**config.mk**
```make
export PLATFORM = sky130hd
export DESIGN_NAME = misr_step
export DESIGN_NICKNAME = d
export VERILOG_FILES = /design/src/rtl/y_chk_pkg.sv /design/src/rtl/misr_step.sv
export SDC_FILE = /design/constraint.sdc
export NUM_CORES = 1
export LEC_CHECK = 0
export BUFFER_PORTS_ARGS = -buffer_cell sky130_fd_sc_hd__buf_2
export CAP_MARGIN = 20
export CORE_AREA = 2 2 71 73
export DETAILED_ROUTE_END_ITERATION = 6
export DIE_AREA = 0 0 73 75
export PLACE_DENSITY = 0.85
export RECOVER_POWER = 100
export SETUP_SLACK_MARGIN = 0.4
export SLEW_MARGIN = 20
export SYNTH_ARGS = -nofsm -noshare
export SYNTH_HDL_FRONTEND = slang
export SYNTH_SLANG_ARGS = --single-unit
export TNS_END_PERCENT = 1
```
**constraint.sdc**
```tcl
create_clock -name vclk -period 3.46
set_input_delay 0.692 -clock vclk [all_inputs]
set_output_delay 0.692 -clock vclk [all_outputs]
set_load 0.01 [all_outputs]
```
**src/rtl/y_chk_pkg.sv**
```systemverilog
`default_nettype none
// ============================================================================
// Module  : y_chk_pkg
// Brief   : Shared FSM state type and default MISR constants for the checker.
// Revision: 1.0
// ============================================================================
package y_chk_pkg;

    typedef enum logic [1:0] {
        ST_IDLE = 2'd0,
        ST_RUN  = 2'd1,
        ST_DONE = 2'd2
    } state_t;

    localparam logic [31:0] POLY_DEFAULT = 32'h04C1_1DB7;
    localparam logic [31:0] SEED_DEFAULT = 32'hFFFF_FFFF;

endpackage
`default_nettype wire

```
**src/rtl/misr_step.sv**
```systemverilog
`default_nettype none
// ============================================================================
// Module  : misr_step
// Brief   : Folds a wide sample into SIG_W bits and applies one MISR shift.
// Revision: 1.0
// ============================================================================
module misr_step
    import y_chk_pkg::*;
#(
    parameter int               Y_W   = 119,
    parameter int               SIG_W = 32,
    parameter logic [SIG_W-1:0] POLY  = SIG_W'(POLY_DEFAULT)
) (
    input  wire logic [SIG_W-1:0] sig_i,
    input  wire logic [Y_W-1:0]   y_i,
    output logic      [SIG_W-1:0] sig_next_o
);
    localparam int c_N_SLICE = (Y_W + SIG_W - 1) / SIG_W;

    logic [c_N_SLICE*SIG_W-1:0] w_y_pad;
    logic [SIG_W-1:0]           w_fold;

    // Zero-extension pads the top slice when Y_W is not a multiple of SIG_W.
    assign w_y_pad = (c_N_SLICE*SIG_W)'(y_i);

    always_comb begin
        w_fold = '0;
        for (int i = 0; i < c_N_SLICE; i++) begin
            w_fold = w_fold ^ w_y_pad[i*SIG_W +: SIG_W];
        end
    end

    assign sig_next_o = {sig_i[SIG_W-2:0], 1'b0}
                      ^ (sig_i[SIG_W-1] ? POLY : '0)
                      ^ w_fold;
endmodule
`default_nettype wire

```
### Word level (Yosys, flattened, before mapping)

Cells that the tools add are included.

| storage, ports and cells | value |
|---|---|
| output and inout port bits | 32 |
| logic and storage cells | 6 |
| bits in registers | 0 |
| bits of input ports | 151 |

| operators by class | value |
|---|---|
| multiplexer cells | 1 |
| bitwise logic cells | 5 |

Operator list:

| kind | count |
|---|---|
| bitwise XOR 32 bit | 3 |
| bitwise XOR 32 x 23 -> 32 bit | 1 |
| bitwise XOR 32 x 27 -> 32 bit | 1 |
| 2-to-1 mux 27 bit | 1 |

### Depth between registers and ports, before layout

Gate-level depths: netlist (run 1).

| depth | value |
|---|---|
| depth after elaboration | 4 |
| gate-level depth with buffers | 4 |
| depth with buffers taken out | 2 |

### Worst setup path after synthesis (run 1)

Ideal clock, no wire load.

| path | value |
|---|---|
| kind | input -> output |
| start point | in sig_i[31] |
| end point | out sig_next_o[10] |
| data arrival time | 1524 ps |
| slack | 1244 ps |
| buffers on the path | 2 |
| required time | 2768 ps |
| cell stages on the path | 4 |
| cell sequence | buf_6 -> buf_12 -> xnor2_1 -> xnor3_1 |

| between the ends | value |
|---|---|
| word-level cells in the longest chain between the ends | 3 |

Ends and longest elaborated chain:

| what | RTL line | text |
|---|---|---|
| start, declared | misr_step.sv:14 | `input wire logic [SIG_W-1:0] sig_i,` |
| 2-to-1 mux 27 bit | misr_step.sv:34 | `^ (sig_i[SIG_W-1] ? POLY : '0)` |
| bitwise XOR 32 x 27 -> 32 bit | misr_step.sv:34 |  |
| bitwise XOR 32 bit | misr_step.sv:35 | `^ w_fold;` |
| end, declared | misr_step.sv:16 | `output logic [SIG_W-1:0] sig_next_o` |

Every way passes these cells.

### Worst setup path in the final report (run 1)

| path | value |
|---|---|
| start point | in sig_i[31] |
| end point | out sig_next_o[23] |

Same word-level chain as after synthesis.

==> impl_metrics.tcl, run 1 <==
set metrics [dict create \
    path_max_fanout 14 \
    cp-end-kind "output port" \
    core_area_mm2 0.00466 \
    final.period_utilization_pct 75.5 \
    antenna_found_initial 0 \
    rsz0062_at_grt "false" \
    holdBufCountCts 0 \
    cts_setup_buffers 0 \
    rows 25 \
    n_fill_cell 455 \
    avgSynthCellArea_um2 12.1 \
    cp.arrival_ns 1.92 \
    setup_violations 0 \
    overflow 0 \
    power_density_mw_per_mm2 208 \
    drive_above_1_share_pct 53.1 \
    clkbuf_count 0 \
    die_area_mm2 0.00548 \
    drv_cap 0 \
    yosys_warnings 0 \
    maxSlewViolCount 0 \
    viasPerCell 4.06 \
    initial_utilization_pct 28.3 \
    die_h_um 75 \
    fin_ws_ns 0.847 \
    die_x_um 73 \
    synthCells 109 \
    synthTopCellsByArea "xnor2_1 40%, xnor3_1 39%, xor2_1 14%" \
    port_buffers 183 \
    remaining_drc_errors 0 \
    grt_pass1_vias 1252 \
    worstPathRequired_ns 2.77 \
    report.power.total_uw 465 \
    syn-cell-area_mm2 0.00132 \
    synth_nets 260 \
    worst_pin_slew_ns 0.392 \
    vias 1396 \
    io_pins 183 \
    track_usage_pct 9.99 \
    nNetsFinal 443 \
    timing.fmax_mhz 383 \
    post-route-util_pct 47.9 \
    power_leakage_nw 1.24 \
    drtAntennaViolNets 0 \
    synthDistinctLibCells 6 \
    drtPass1Iterations 3 \
    grt_max_degree 15 \
    hold_viol 0 \
    hpwl_um 3250 \
    antenna_cells 0 \
    whs_path_depth 4 \
    synth_seq_area_share_pct 0 \
    path_class "input port to output port" \
    yosys.area.top_type "xnor2_1" \
    layout_commonest_cell "buf_2" \
    hold_path.class "input port to output port" \
    drt_iter0_drc 9 \
    cts.repair.resized 0 \
    routed_wl_um 3360 \
    synth_top_area_share_pct 40.5 \
    multiInputGateArea_mm2 0.00129 \
    holdCritStartpoint "y_i[29]" \
    dp_slack_ns 0.860 \
    grt_pass1_wl_um 4570 \
    avgRoutedWirePerCell_um 9.75 \
    area_growth_syn_to_layout_pct 69.2 \
    seq_cell_count 0 \
    status "complete, no violations" \
    slew_headroom_pct 73.9 \
    period_needed_ns 2.61 \
    fin_setup_tns_ns 0 \
    holdPathEnd "sig_next_o[29]" \
    place_congestion 0.660 \
    crit_path_start_kind "input port" \
    peakVddDrop_mv 0.0958 \
    layout_common_cells "152 x buf_2, 61 x xnor2_1, 31 x clkbuf_1, 23 x xnor3_1, 21 x xor2_1" \
    regArea_um2 0 \
]
[layout make-up]
class              count  area share [%]
repair buffers       183            39.3
multi-input cells    107            57.7
well taps             54            3.03
[metal layers]
layer | GRT usage, % | wire length, um | vias to the layer above
li1 | - | - | 712
met2 | 22.8 | 1890 | 108
met1 | 9.16 | 953 | 576
met5 | 0 | 0 | -
met4 | 0 | 0 | 0
met3 | 2.14 | 512 | 0
[worst max-delay path by stage]
stage                          from             end  slack, ns  cells past startpoint
after floorplan           sig_i[31]  sig_next_o[10]       1.24                      4
after global placement    sig_i[31]   sig_next_o[0]       0.89                      4
after detailed placement  sig_i[31]  sig_next_o[23]       0.86                      4
after CTS                 sig_i[31]  sig_next_o[23]       0.86                      4
after global routing      sig_i[31]  sig_next_o[23]       0.79                      4
final                     sig_i[31]  sig_next_o[23]       0.85                      4
[report_power, final]
group	switching (mW)	total [mW]	internal (mW)	leakage [nW]
registers	0	0	0	0
logic	0.192	0.465	0.273	1.24
clock network	0	0	0	0
total	0.192	0.465	0.273	1.24
[synth_stat cells]
library cell,number
xnor3_1,23
xnor2_1,61
buf_12,1
xor2_1,21
buf_6,1
xnor3_4,2
[worst max-delay path: stages]
cell      delay [ns]
buf_2           0.33
xnor3_4         0.57
xnor2_1         0.15
clkbuf_1        0.17
[cell families after synthesis]
family | count (synthesis) | share of synthesized area (%)
xor+xnor | 107 | 97.6
buf+inv | 2 | 2.37
[metrics by stage]
step | area (um2) | hold WS [ns] | instances
2_1_floorplan | 1320 | 1.59 | 109
3_3_place_gp | 2270 | 1.76 | 344
3_5_place_dp | 2270 | 1.77 | 344
4_1_cts | 2270 | 1.77 | 344
5_1_grt | 2230 | 1.78 | 344
6_report | 2230 | 1.76 | 344
(Power assumes the default switching activity.)
==> inputs of run 2 (changes only) <==
CORE_AREA = 2 2 72 74   (was 2 2 71 73)
DIE_AREA = 0 0 74 76   (was 0 0 73 75)
PLACE_DENSITY = 0.83   (was 0.85)
clock period = 2.6 ns   (was 3.46 ns; I/O delays follow)
==> run 2 against run 1 <==
  * Count of clock-buffer cells in the layout did not move
  * Flip-flop and latch count did not move
  * Sequential share of layout area did not move
  * First-iteration DRC count rose by 22%
  * Core utilization fell by 2.0 points
  * Critical path type unchanged
  * Highest routed layer unchanged
==> impl_metrics.tcl, run 2 (synthesis results as in run 1) <==
set metrics [dict create \
    layout_common_cells "152 x buf_2, 61 x xnor2_1, 30 x clkbuf_1, 23 x xnor3_1, 21 x xor2_1" \
    crit_buf_inv 2 \
    antenna_cells 0 \
    port_buffers 183 \
    seq_cell_count 0 \
    overflow 0 \
    dp_slack_ns 0.332 \
    crit_path_start_kind "input port" \
    cts_setup_buffers 0 \
    rsz0062_at_grt "false" \
    grt_max_degree 15 \
    routed_wl_um 3660 \
    vias 1424 \
    worstPathRequired_ns 2.08 \
    core_area_mm2 0.00491 \
    layout_commonest_cell "buf_2" \
    grt_pass1_wl_um 5500 \
    maxSlewViolCount 0 \
    path_max_fanout 14 \
    slew_headroom_pct 70.7 \
    power_leakage_nw 1.25 \
    die_x_um 74 \
    drtAntennaViolNets 0 \
    viasPerCell 3.96 \
    holdBufCountCts 0 \
    fin_setup_tns_ns 0 \
    setup_violations 0 \
    initial_utilization_pct 26.9 \
    die_area_mm2 0.00562 \
    rows 26 \
    nNetsFinal 443 \
    status "complete, no violations" \
    critPathSlowestCell "xnor3_4" \
    clkbuf_count 0 \
    drt_iter0_drc 11 \
    drv_cap 0 \
    cts.repair.resized 1 \
    fin_ws_ns 0.293 \
    remaining_drc_errors 0 \
    timing.fmax_mhz 433 \
    grt_pass1_vias 1490 \
    drtPass1Iterations 3 \
    hpwl_um 3520 \
    holdWs_ns 1.42 \
    cp.arrival_ns 1.79 \
    peakVddDrop_mv 0.128 \
    power_density_mw_per_mm2 277 \
    io_pins 183 \
    antenna_found_initial 0 \
    crit_chain "clkbuf_2 -> xnor3_4 -> xnor2_1 -> clkbuf_1" \
    die_h_um 76 \
    avgRoutedWirePerCell_um 10.2 \
    hold_viol 0 \
    track_usage_pct 11.8 \
    path_class "input port to output port" \
    period_needed_ns 2.31 \
    path_delay_family "XOR/XNOR gates" \
    final.period_utilization_pct 88.7 \
    regArea_um2 0 \
    worst_pin_slew_ns 0.439 \
    area_growth_syn_to_layout_pct 70.8 \
    hold_path.class "input port to output port" \
    drive_above_1_share_pct 53.4 \
    critPathMaxStageDelay_ns 0.58 \
    place_congestion 0.714 \
    cp-end-kind "output port" \
]
==> run 2: through the flow <==
stage,utilization (%),cells,cell area (um2),total power [mW]
after floorplan,-,109,1320,0.395
after global placement,46.7,360,2290,0.642
after detailed placement,46.7,360,2290,0.661
after CTS,46.7,360,2290,0.664
after global routing,45.9,360,2250,0.680
final,45.9,360,2250,0.625
==> run 2: final timing paths <==
path / cells past startpoint / slack [ns] / to / start
setup / recovery: 4 / 0.29 / sig_next_o[0] / sig_i[31]
hold / removal: 4 / 1.42 / sig_next_o[27] / sig_i[26]
==> run 2: tightest hold or removal path, cell delays in order <==
cell and delay, ns:
buf_2 0.08, xor2_1 0.06, xnor2_1 0.11, clkbuf_1 0.12
==> run 2: metal layers <==
metal  part of all wire [%]  wire [um]  vias up  GRT usage [%]
met3                     14        515        0           2.25
met2                     58       2140      108           28.4
li1                       -          -      712              -
met4                      0          0        0              0
met1                     27       1000      604           8.64
met5                      0          0        -              0
==> run 2: where the power goes <==
group	switching, mW	internal, mW
registers	0	0
logic	0.261	0.365
clock network	0	0
==> run 2: final cells by class <==
class | count | area (um2)
timing repair buffer | 183 | 878
multi-input combinational | 107 | 1290
fill | 472 | 2660
tap | 70 | 87.6
